## config.mk

```make
export PLATFORM = sky130hd
export DESIGN_NAME = alu_mc_flat
export DESIGN_NICKNAME = d
export VERILOG_FILES = /design/src/rtl/alu_mc_if.sv /design/src/rtl/alu_mc.sv /design/src/flat_wrapper.sv
export SDC_FILE = /design/constraint.sdc
export NUM_CORES = 1
export LEC_CHECK = 0
export ABC_AREA = 1
export CORE_MARGIN = 1.5
export CORE_UTILIZATION = 61
export CTS_BUF_LIST = sky130_fd_sc_hd__clkbuf_16
export CTS_CLUSTER_DIAMETER = 100
export DETAILED_ROUTE_END_ITERATION = 10
export PLACE_DENSITY = 0.89
export SLEW_MARGIN = 5
export SYNTH_ARGS = -nofsm -noshare
export SYNTH_HDL_FRONTEND = slang
export SYNTH_SLANG_ARGS = --single-unit
```

## constraint.sdc

```tcl
create_clock -name clk -period 2.6 [get_ports clk]
set_input_delay 0.52 -clock clk [delete_from_list [all_inputs] [get_ports clk]]
set_output_delay 0.52 -clock clk [all_outputs]
set_load 0.01 [all_outputs]
```

## src/rtl/alu_mc_if.sv

```systemverilog
// Handshake/operand bundle for the multi-cycle ALU.
// The master drives operations and consumes results; the slave is the ALU.
interface alu_mc_if #(
    parameter int WIDTH = 16
);
    logic             in_valid;
    logic             in_ready;
    logic [2:0]       op;
    logic [WIDTH-1:0] a;
    logic [WIDTH-1:0] b;
    logic             out_valid;
    logic             out_ready;
    logic [WIDTH-1:0] out;
    logic [2:0]       flag;

    modport master (
        output in_valid, op, a, b, out_ready,
        input  in_ready, out_valid, out, flag
    );

    modport slave (
        input  in_valid, op, a, b, out_ready,
        output in_ready, out_valid, out, flag
    );
endinterface

```

## src/rtl/alu_mc.sv

```systemverilog
// WIDTH-bit multi-cycle ALU: single-cycle arithmetic/logic/shift ops, iterative
// shift-add MUL, valid/ready on both sides and a {Z,V,N} flag register.
module alu_mc #(
    parameter int  WIDTH = 16,
    localparam int SHW   = $clog2(WIDTH)
) (
    input logic     clk,
    input logic     rst_n,
    alu_mc_if.slave bus
);
    typedef enum logic [2:0] {
        OP_ADD = 3'b000,
        OP_SUB = 3'b001,
        OP_XOR = 3'b010,
        OP_AND = 3'b011,
        OP_SLL = 3'b100,
        OP_SRA = 3'b101,
        OP_ROR = 3'b110,
        OP_MUL = 3'b111
    } op_e;

    typedef enum logic [1:0] {
        IDLE,
        BUSY,
        DONE
    } state_e;

    localparam logic [SHW-1:0] CNT_LAST = SHW'(WIDTH - 1);

    state_e           state, state_nxt;
    op_e              op_in, op_q;
    logic             idle, accept;
    logic [SHW-1:0]   shamt, cnt;
    logic [WIDTH-1:0] sum, diff, res;
    logic [2*WIDTH-1:0] rot;
    logic             ovf, ovf_q;
    logic [WIDTH-1:0] out_q, acc, acc_nxt, mcand, mplier;
    logic [2:0]       flag_q;

    assign op_in  = op_e'(bus.op);
    assign shamt  = bus.b[SHW-1:0];
    assign idle   = (state == IDLE);
    assign accept = bus.in_valid && idle;

    assign sum  = bus.a + bus.b;
    assign diff = bus.a - bus.b;
    assign rot  = {bus.a, bus.a} >> shamt;

    always_comb begin
        res = '0;
        ovf = 1'b0;
        unique case (op_in)
            OP_ADD: begin
                res = sum;
                ovf = (bus.a[WIDTH-1] == bus.b[WIDTH-1]) && (sum[WIDTH-1] != bus.a[WIDTH-1]);
            end
            OP_SUB: begin
                res = diff;
                ovf = (bus.a[WIDTH-1] != bus.b[WIDTH-1]) && (diff[WIDTH-1] != bus.a[WIDTH-1]);
            end
            OP_XOR: res = bus.a ^ bus.b;
            OP_AND: res = bus.a & bus.b;
            OP_SLL: res = bus.a << shamt;
            OP_SRA: res = $signed(bus.a) >>> shamt;
            OP_ROR: res = rot[WIDTH-1:0];
            OP_MUL: res = '0;
        endcase
    end

    // One multiplier bit per BUSY cycle, LSB first.
    assign acc_nxt = mplier[cnt] ? (acc + mcand) : acc;

    always_ff @(posedge clk or negedge rst_n) begin
        if (!rst_n) begin
            state <= IDLE;
        end else begin
            state <= state_nxt;
        end
    end

    always_comb begin
        state_nxt = state;
        unique case (state)
            IDLE: if (accept) state_nxt = (op_in == OP_MUL) ? BUSY : DONE;
            BUSY: if (cnt == CNT_LAST) state_nxt = DONE;
            DONE: if (bus.out_ready) state_nxt = IDLE;
            default: state_nxt = IDLE;
        endcase
    end

    always_ff @(posedge clk or negedge rst_n) begin
        if (!rst_n) begin
            op_q   <= OP_ADD;
            ovf_q  <= 1'b0;
            out_q  <= '0;
            acc    <= '0;
            mcand  <= '0;
            mplier <= '0;
            cnt    <= '0;
            flag_q <= '0;
        end else begin
            unique case (state)
                IDLE: begin
                    if (accept) begin
                        op_q  <= op_in;
                        ovf_q <= ovf;
                        if (op_in == OP_MUL) begin
                            mcand  <= bus.a;
                            mplier <= bus.b;
                            acc    <= '0;
                            cnt    <= '0;
                        end else begin
                            out_q <= res;
                        end
                    end
                end
                BUSY: begin
                    acc   <= acc_nxt;
                    mcand <= mcand << 1;
                    if (cnt == CNT_LAST) begin
                        out_q <= acc_nxt;
                    end else begin
                        cnt <= cnt + 1'b1;
                    end
                end
                DONE: begin
                    // Flags commit only on the output handshake; N/V belong to ADD/SUB.
                    if (bus.out_ready) begin
                        flag_q[2] <= (out_q == '0);
                        if (op_q == OP_ADD || op_q == OP_SUB) begin
                            flag_q[1] <= ovf_q;
                            flag_q[0] <= out_q[WIDTH-1];
                        end
                    end
                end
                default: ;
            endcase
        end
    end

    assign bus.in_ready  = idle;
    assign bus.out_valid = (state == DONE);
    assign bus.out       = out_q;
    assign bus.flag      = flag_q;
endmodule

```

## src/flat_wrapper.sv

```systemverilog
// flat-port wrapper written by rule: the top's interface ports become plain ports
module alu_mc_flat 
#(
    parameter int  WIDTH = 16,
    localparam int SHW   = $clog2(WIDTH)
)
  (clk, rst_n, bus_in_valid, bus_op, bus_a, bus_b, bus_out_ready, bus_in_ready, bus_out_valid, bus_out, bus_flag);
  alu_mc_if #(.WIDTH(WIDTH)) bus_i ();
  input logic clk;
  input logic rst_n;
  input wire logic [$bits(bus_i.in_valid)-1:0] bus_in_valid;
  input wire logic [$bits(bus_i.op)-1:0] bus_op;
  input wire logic [$bits(bus_i.a)-1:0] bus_a;
  input wire logic [$bits(bus_i.b)-1:0] bus_b;
  input wire logic [$bits(bus_i.out_ready)-1:0] bus_out_ready;
  output wire logic [$bits(bus_i.in_ready)-1:0] bus_in_ready;
  output wire logic [$bits(bus_i.out_valid)-1:0] bus_out_valid;
  output wire logic [$bits(bus_i.out)-1:0] bus_out;
  output wire logic [$bits(bus_i.flag)-1:0] bus_flag;
  assign bus_i.in_valid = bus_in_valid;
  assign bus_i.op = bus_op;
  assign bus_i.a = bus_a;
  assign bus_i.b = bus_b;
  assign bus_i.out_ready = bus_out_ready;
  assign bus_in_ready = bus_i.in_ready;
  assign bus_out_valid = bus_i.out_valid;
  assign bus_out = bus_i.out;
  assign bus_flag = bus_i.flag;
  alu_mc #(.WIDTH(WIDTH)) u_core (.clk(clk), .rst_n(rst_n), .bus(bus_i));
endmodule
```

==> results.txt <==
----------------------------------------------------
[Routing]
  Post-route ant nets ... 0
  Mean number of vias per cell ... 6.25
  DRT Wirelength ... 36,700 um
  Count of unresolved DRC violations after routing ... 0
  Routed length per placed instance ... 20.0 um
  Iteration-0 DRC Markers ... 2,007
  Total iterations of the first detailed-routing run ... 11
  Number of vias in the routed layout ... 11,500

[Yosys]
  Cell area after technology mapping ... 8570 um2
  Main area contributors after synthesis ... sky130_fd_sc_hd__dfrtp_1, sky130_fd_sc_hd__nand2_1, sky130_fd_sc_hd__nand3_1, sky130_fd_sc_hd__ha_1, sky130_fd_sc_hd__inv_1
  Number of warnings reported in the yosys synthesis log ... 0
  Async SR Flop Fraction ... 100%
  Library cell with the highest instance count after synthesis ... sky130_fd_sc_hd__nand2_1
  Post-Syn Area per Cell ... 5.91 um2
  Ranking of synthesized cells by instance count ... sky130_fd_sc_hd__nand2_1, sky130_fd_sc_hd__nand3_1, sky130_fd_sc_hd__inv_1
  Distinct cell type count after synthesis ... 53
  Synth area leader ... sky130_fd_sc_hd__dfrtp_1
  Primary flip-flop cell chosen by synthesis mapping ... sky130_fd_sc_hd__dfrtp_1
  Gate Count Post-Synth ... 1,451
  Count of state elements after synthesis ... 76
  Number of nets produced by synthesis ... 1,542
  Area fraction of the dominant cell type after synthesis ... 22.2%
  Post-synth EDFFs ... 0
  Part of the Yosys area used for sequential elements ... 22.2%

[STA]
  Worst path setup slack after routing ... -0.109 ns
  Hold violation count in the final report ... 0
  Final TNS setup ... -0.199 ns
  Top achievable clock speed ... 0.369 GHz
  Pin slew with the least headroom to its limit ... 0.603 ns
  Final critical delay including setup and external delays ... 2.71 ns
  Final max-slew violation count ... 0
  Final number of setup-violating endpoints ... 2
  Slew headroom ... 59.7%
  Post-route fraction of the period consumed by the critical path ... 104%
  Setup clock skew after layout ... 0.0109 ns
  Worst hold slack after final layout ... 0.162 ns
  RSZ-0062 raised after global routing ... yes

[Clocking]
  Number of buffers between clock root and the deepest sink ... 2
  Number of buffers created by CTS ... 9
  Post-CTS Hold Buffers ... 0
  Count of clock tree sinks ... 76
  Root Driver ... sky130_fd_sc_hd__clkbuf_16
  Clock latency on the worst-skew pair ... 0.35 ns
  Clock-pin slew on the worst setup and hold paths ... 0.06 ns
  Number of H-tree branching levels ... 3
  Clock tree from TritonCTS ... done

[Critical path]
  Worst setup SP type ... flip-flop
  Critical path, cell by cell ... ha_1 > fa_1 > nand3_1 > nand3_1 > nand2_1 > nand2_1 > nand2_1 > a21oi_1 > nor2_2 > nor2_1 > nor2_1 > a21oi_1
  Maximum fanout along the worst path ... 4
  Critical path start-end classification ... flip-flop to flip-flop
  Worst endpoint required time ... 2.82 ns
  Peak per-stage delay on the critical path ... 0.46 ns
  Critical path capture point type ... flip-flop
  Cell mode on critical path ... sky130_fd_sc_hd__nand2_1
  Critical Path AT ... 2.93 ns
  Standard cell with the maximum stage delay on the critical path ... sky130_fd_sc_hd__fa_1

[Place]
  Count of buffers inserted at the top-level ports ... 59
  Placed standard-cell area ... 10,500 um2
  Placed wire-length estimate ... 27,100 um
  Placer's final routability congestion estimate ... 1.07

[Finish]
  Share of final-layout standard cells stronger than drive strength 1 ... 17.0%
  Synthesis-to-layout area growth ... 26.8%
  Filler cells ... 1,037
  Final layout net count ... 1,743
  Total inserted antenna cells ... 0
  Cell area after layout ... 10,900 um2

[Floorplan]
  Die W ... 122 um
  Effective utilization at floorplan ... 62.2%
  Ports placed on the boundary ... 60
  Die area ... 14,800 um2
  Floorplan die height ... 122 um
  Floorplan core area ... 13,800 um2
  Number of cell rows ... 43

[Run status]
  Outcome ... complete, but fails checks
  Failing checks ... setup timing

[Power and ir drop]
  Leakage power summed over all cells ... 5.87 nW
  Fraction of power consumed by sequential logic ... 24.6%
  Power Total ... 0.00967 W
  Worst ir drop on vdd ... 0.514 mV
  Power share of the clock group ... 12.0%
  Sw frac ... 52.5%
  Switching power of the nets ... 0.00508 W
  Part of the total power dissipated in combinational logic ... 63.4%
  Internal portion of total power ... 0.00460 W
  Power density of the placed cells ... 890 nW/um2

[Global routing]
  Initial antenna violation count ... 0
  Maximum number of pins on one net before global-route repair ... 42
  Vias in the first global route ... 10,600
  First-pass GRT wire length ... 54,400 um
  Global-route usage over all layers ... 48.4%
  Leftover overflow at the end of global routing ... 0

[Min path]
  Worst Hold Class ... primary input to async pin

[Run]
  Max-cap viol count ... 0

----------------------------------------------------
critical path: cells and delay by family, from the launching register on:
family | cells | cell delay (ns)
compound gates | 2 | 0.21
flops | 1 | 0.42
fa+ha+maj | 2 | 0.76
simple gates | 8 | 1.18
cells by family after synthesis:
| group | count (synthesis) | share of synthesized area (%) |
|---|---|---|
| and+or+nand+nor | 913 | 45.7 |
| xor gates and xnor gates | 12 | 1.23 |
| adders and majority gates | 52 | 7.85 |
| buffers and inverters | 224 | 11.4 |
| DFF | 76 | 22.2 |
| muxes | 2 | 0.263 |
| AOI/OAI and AO/OA | 172 | 11.3 |
state kept, by name, summed over array words and instances, names as in the netlist:
register and cells:
u_core.acc 16, u_core.bus.out 16, u_core.mcand 16, u_core.mplier 16, u_core.cnt 4, u_core.bus.flag 3, u_core.op_q 2, u_core.state 2
u_core.ovf_q 1
power groups by stage:
stage / clock network, W / registers [W] / logic, W
global placement: 0 / 0.00224 / 0.00519
global route: 0.00120 / 0.00239 / 0.00656
finish: 0.00116 / 0.00238 / 0.00614
detailed placement: 0 / 0.00229 / 0.00544
floorplan: 0 / 0.00215 / 0.00374
CTS: 0.00114 / 0.00230 / 0.00561
layout by cell type, fill, tap and decap left out, types with 20 or more instances in the layout:
cell type                         count
sky130_fd_sc_hd__ha_1                47
sky130_fd_sc_hd__buf_4              181
sky130_fd_sc_hd__clkdlybuf4s50_1     57
sky130_fd_sc_hd__dfrtp_1             74
sky130_fd_sc_hd__o21ai_1             20
sky130_fd_sc_hd__nor2_1             123
sky130_fd_sc_hd__nand2_1            498
sky130_fd_sc_hd__inv_1              153
sky130_fd_sc_hd__o21ai_0             42
sky130_fd_sc_hd__a21oi_1             58
sky130_fd_sc_hd__nand3_1            206
worst paths after layout:
check / from / to / slack, ns / depth (start not counted)
max: u_core.mcand[0]$_DFFE_PN0P_ / u_core.bus.out[14]$_DFFE_PN0P_ / -0.11 / 12
min: rst_n / u_core.mplier[11]$_DFFE_PN0P_ / 0.16 / 1
max reg2reg: u_core.mcand[0]$_DFFE_PN0P_ / u_core.bus.out[14]$_DFFE_PN0P_ / -0.11 / 12
min reg2reg: u_core.mplier[7]$_DFFE_PN0P_ / u_core.mplier[7]$_DFFE_PN0P_ / 0.49 / 2
max in group asynchronous: rst_n / u_core.mcand[0]$_DFFE_PN0P_ / 1.84 / 2
min in group clk: u_core.mplier[7]$_DFFE_PN0P_ / u_core.mplier[7]$_DFFE_PN0P_ / 0.49 / 2
through the flow:
stage | util (%) | cells | setup slack [ns]
6_report | 78.9 | 1837 | -0.109
5_1_grt | 78.9 | 1837 | -0.153
4_1_cts | 77.9 | 1835 | 0.0114
3_5_place_dp | 75.9 | 1819 | -0.304
3_3_place_gp | 75.9 | 1819 | -0.284
2_1_floorplan | - | 1451 | 0.201
final cells by class:
type	instances	area, um2	share of cell area, %
Timing Repair Buffer	242	2000	18.4
Multi-Input combinational cell	1151	5810	53.5
Tap cell	180	225	2.07
Inverter	172	653	6.01
Clock inverter	7	43.8	0.403
Sequential cell	76	1900	17.5
Clock buffer	9	225	2.07
what timing repair did:
item                                   CTS  global route
buffers inserted                         0             2
resized for setup                        1            37
setup endpoints to repair                1            17
gates cloned                             0             0
pin swaps                                0             8
endpoints found under the hold margin    0             0
routing by layer:
layer	share of wire (%)	GRT usage [%]	vias to the layer above
li1	-	-	5103
met1	34	57.2	5108
met2	44	76.5	978
met3	13	13.8	284
met4	9.2	32.6	0
met5	0	0	-
Power figures use the tool's default switching activity.
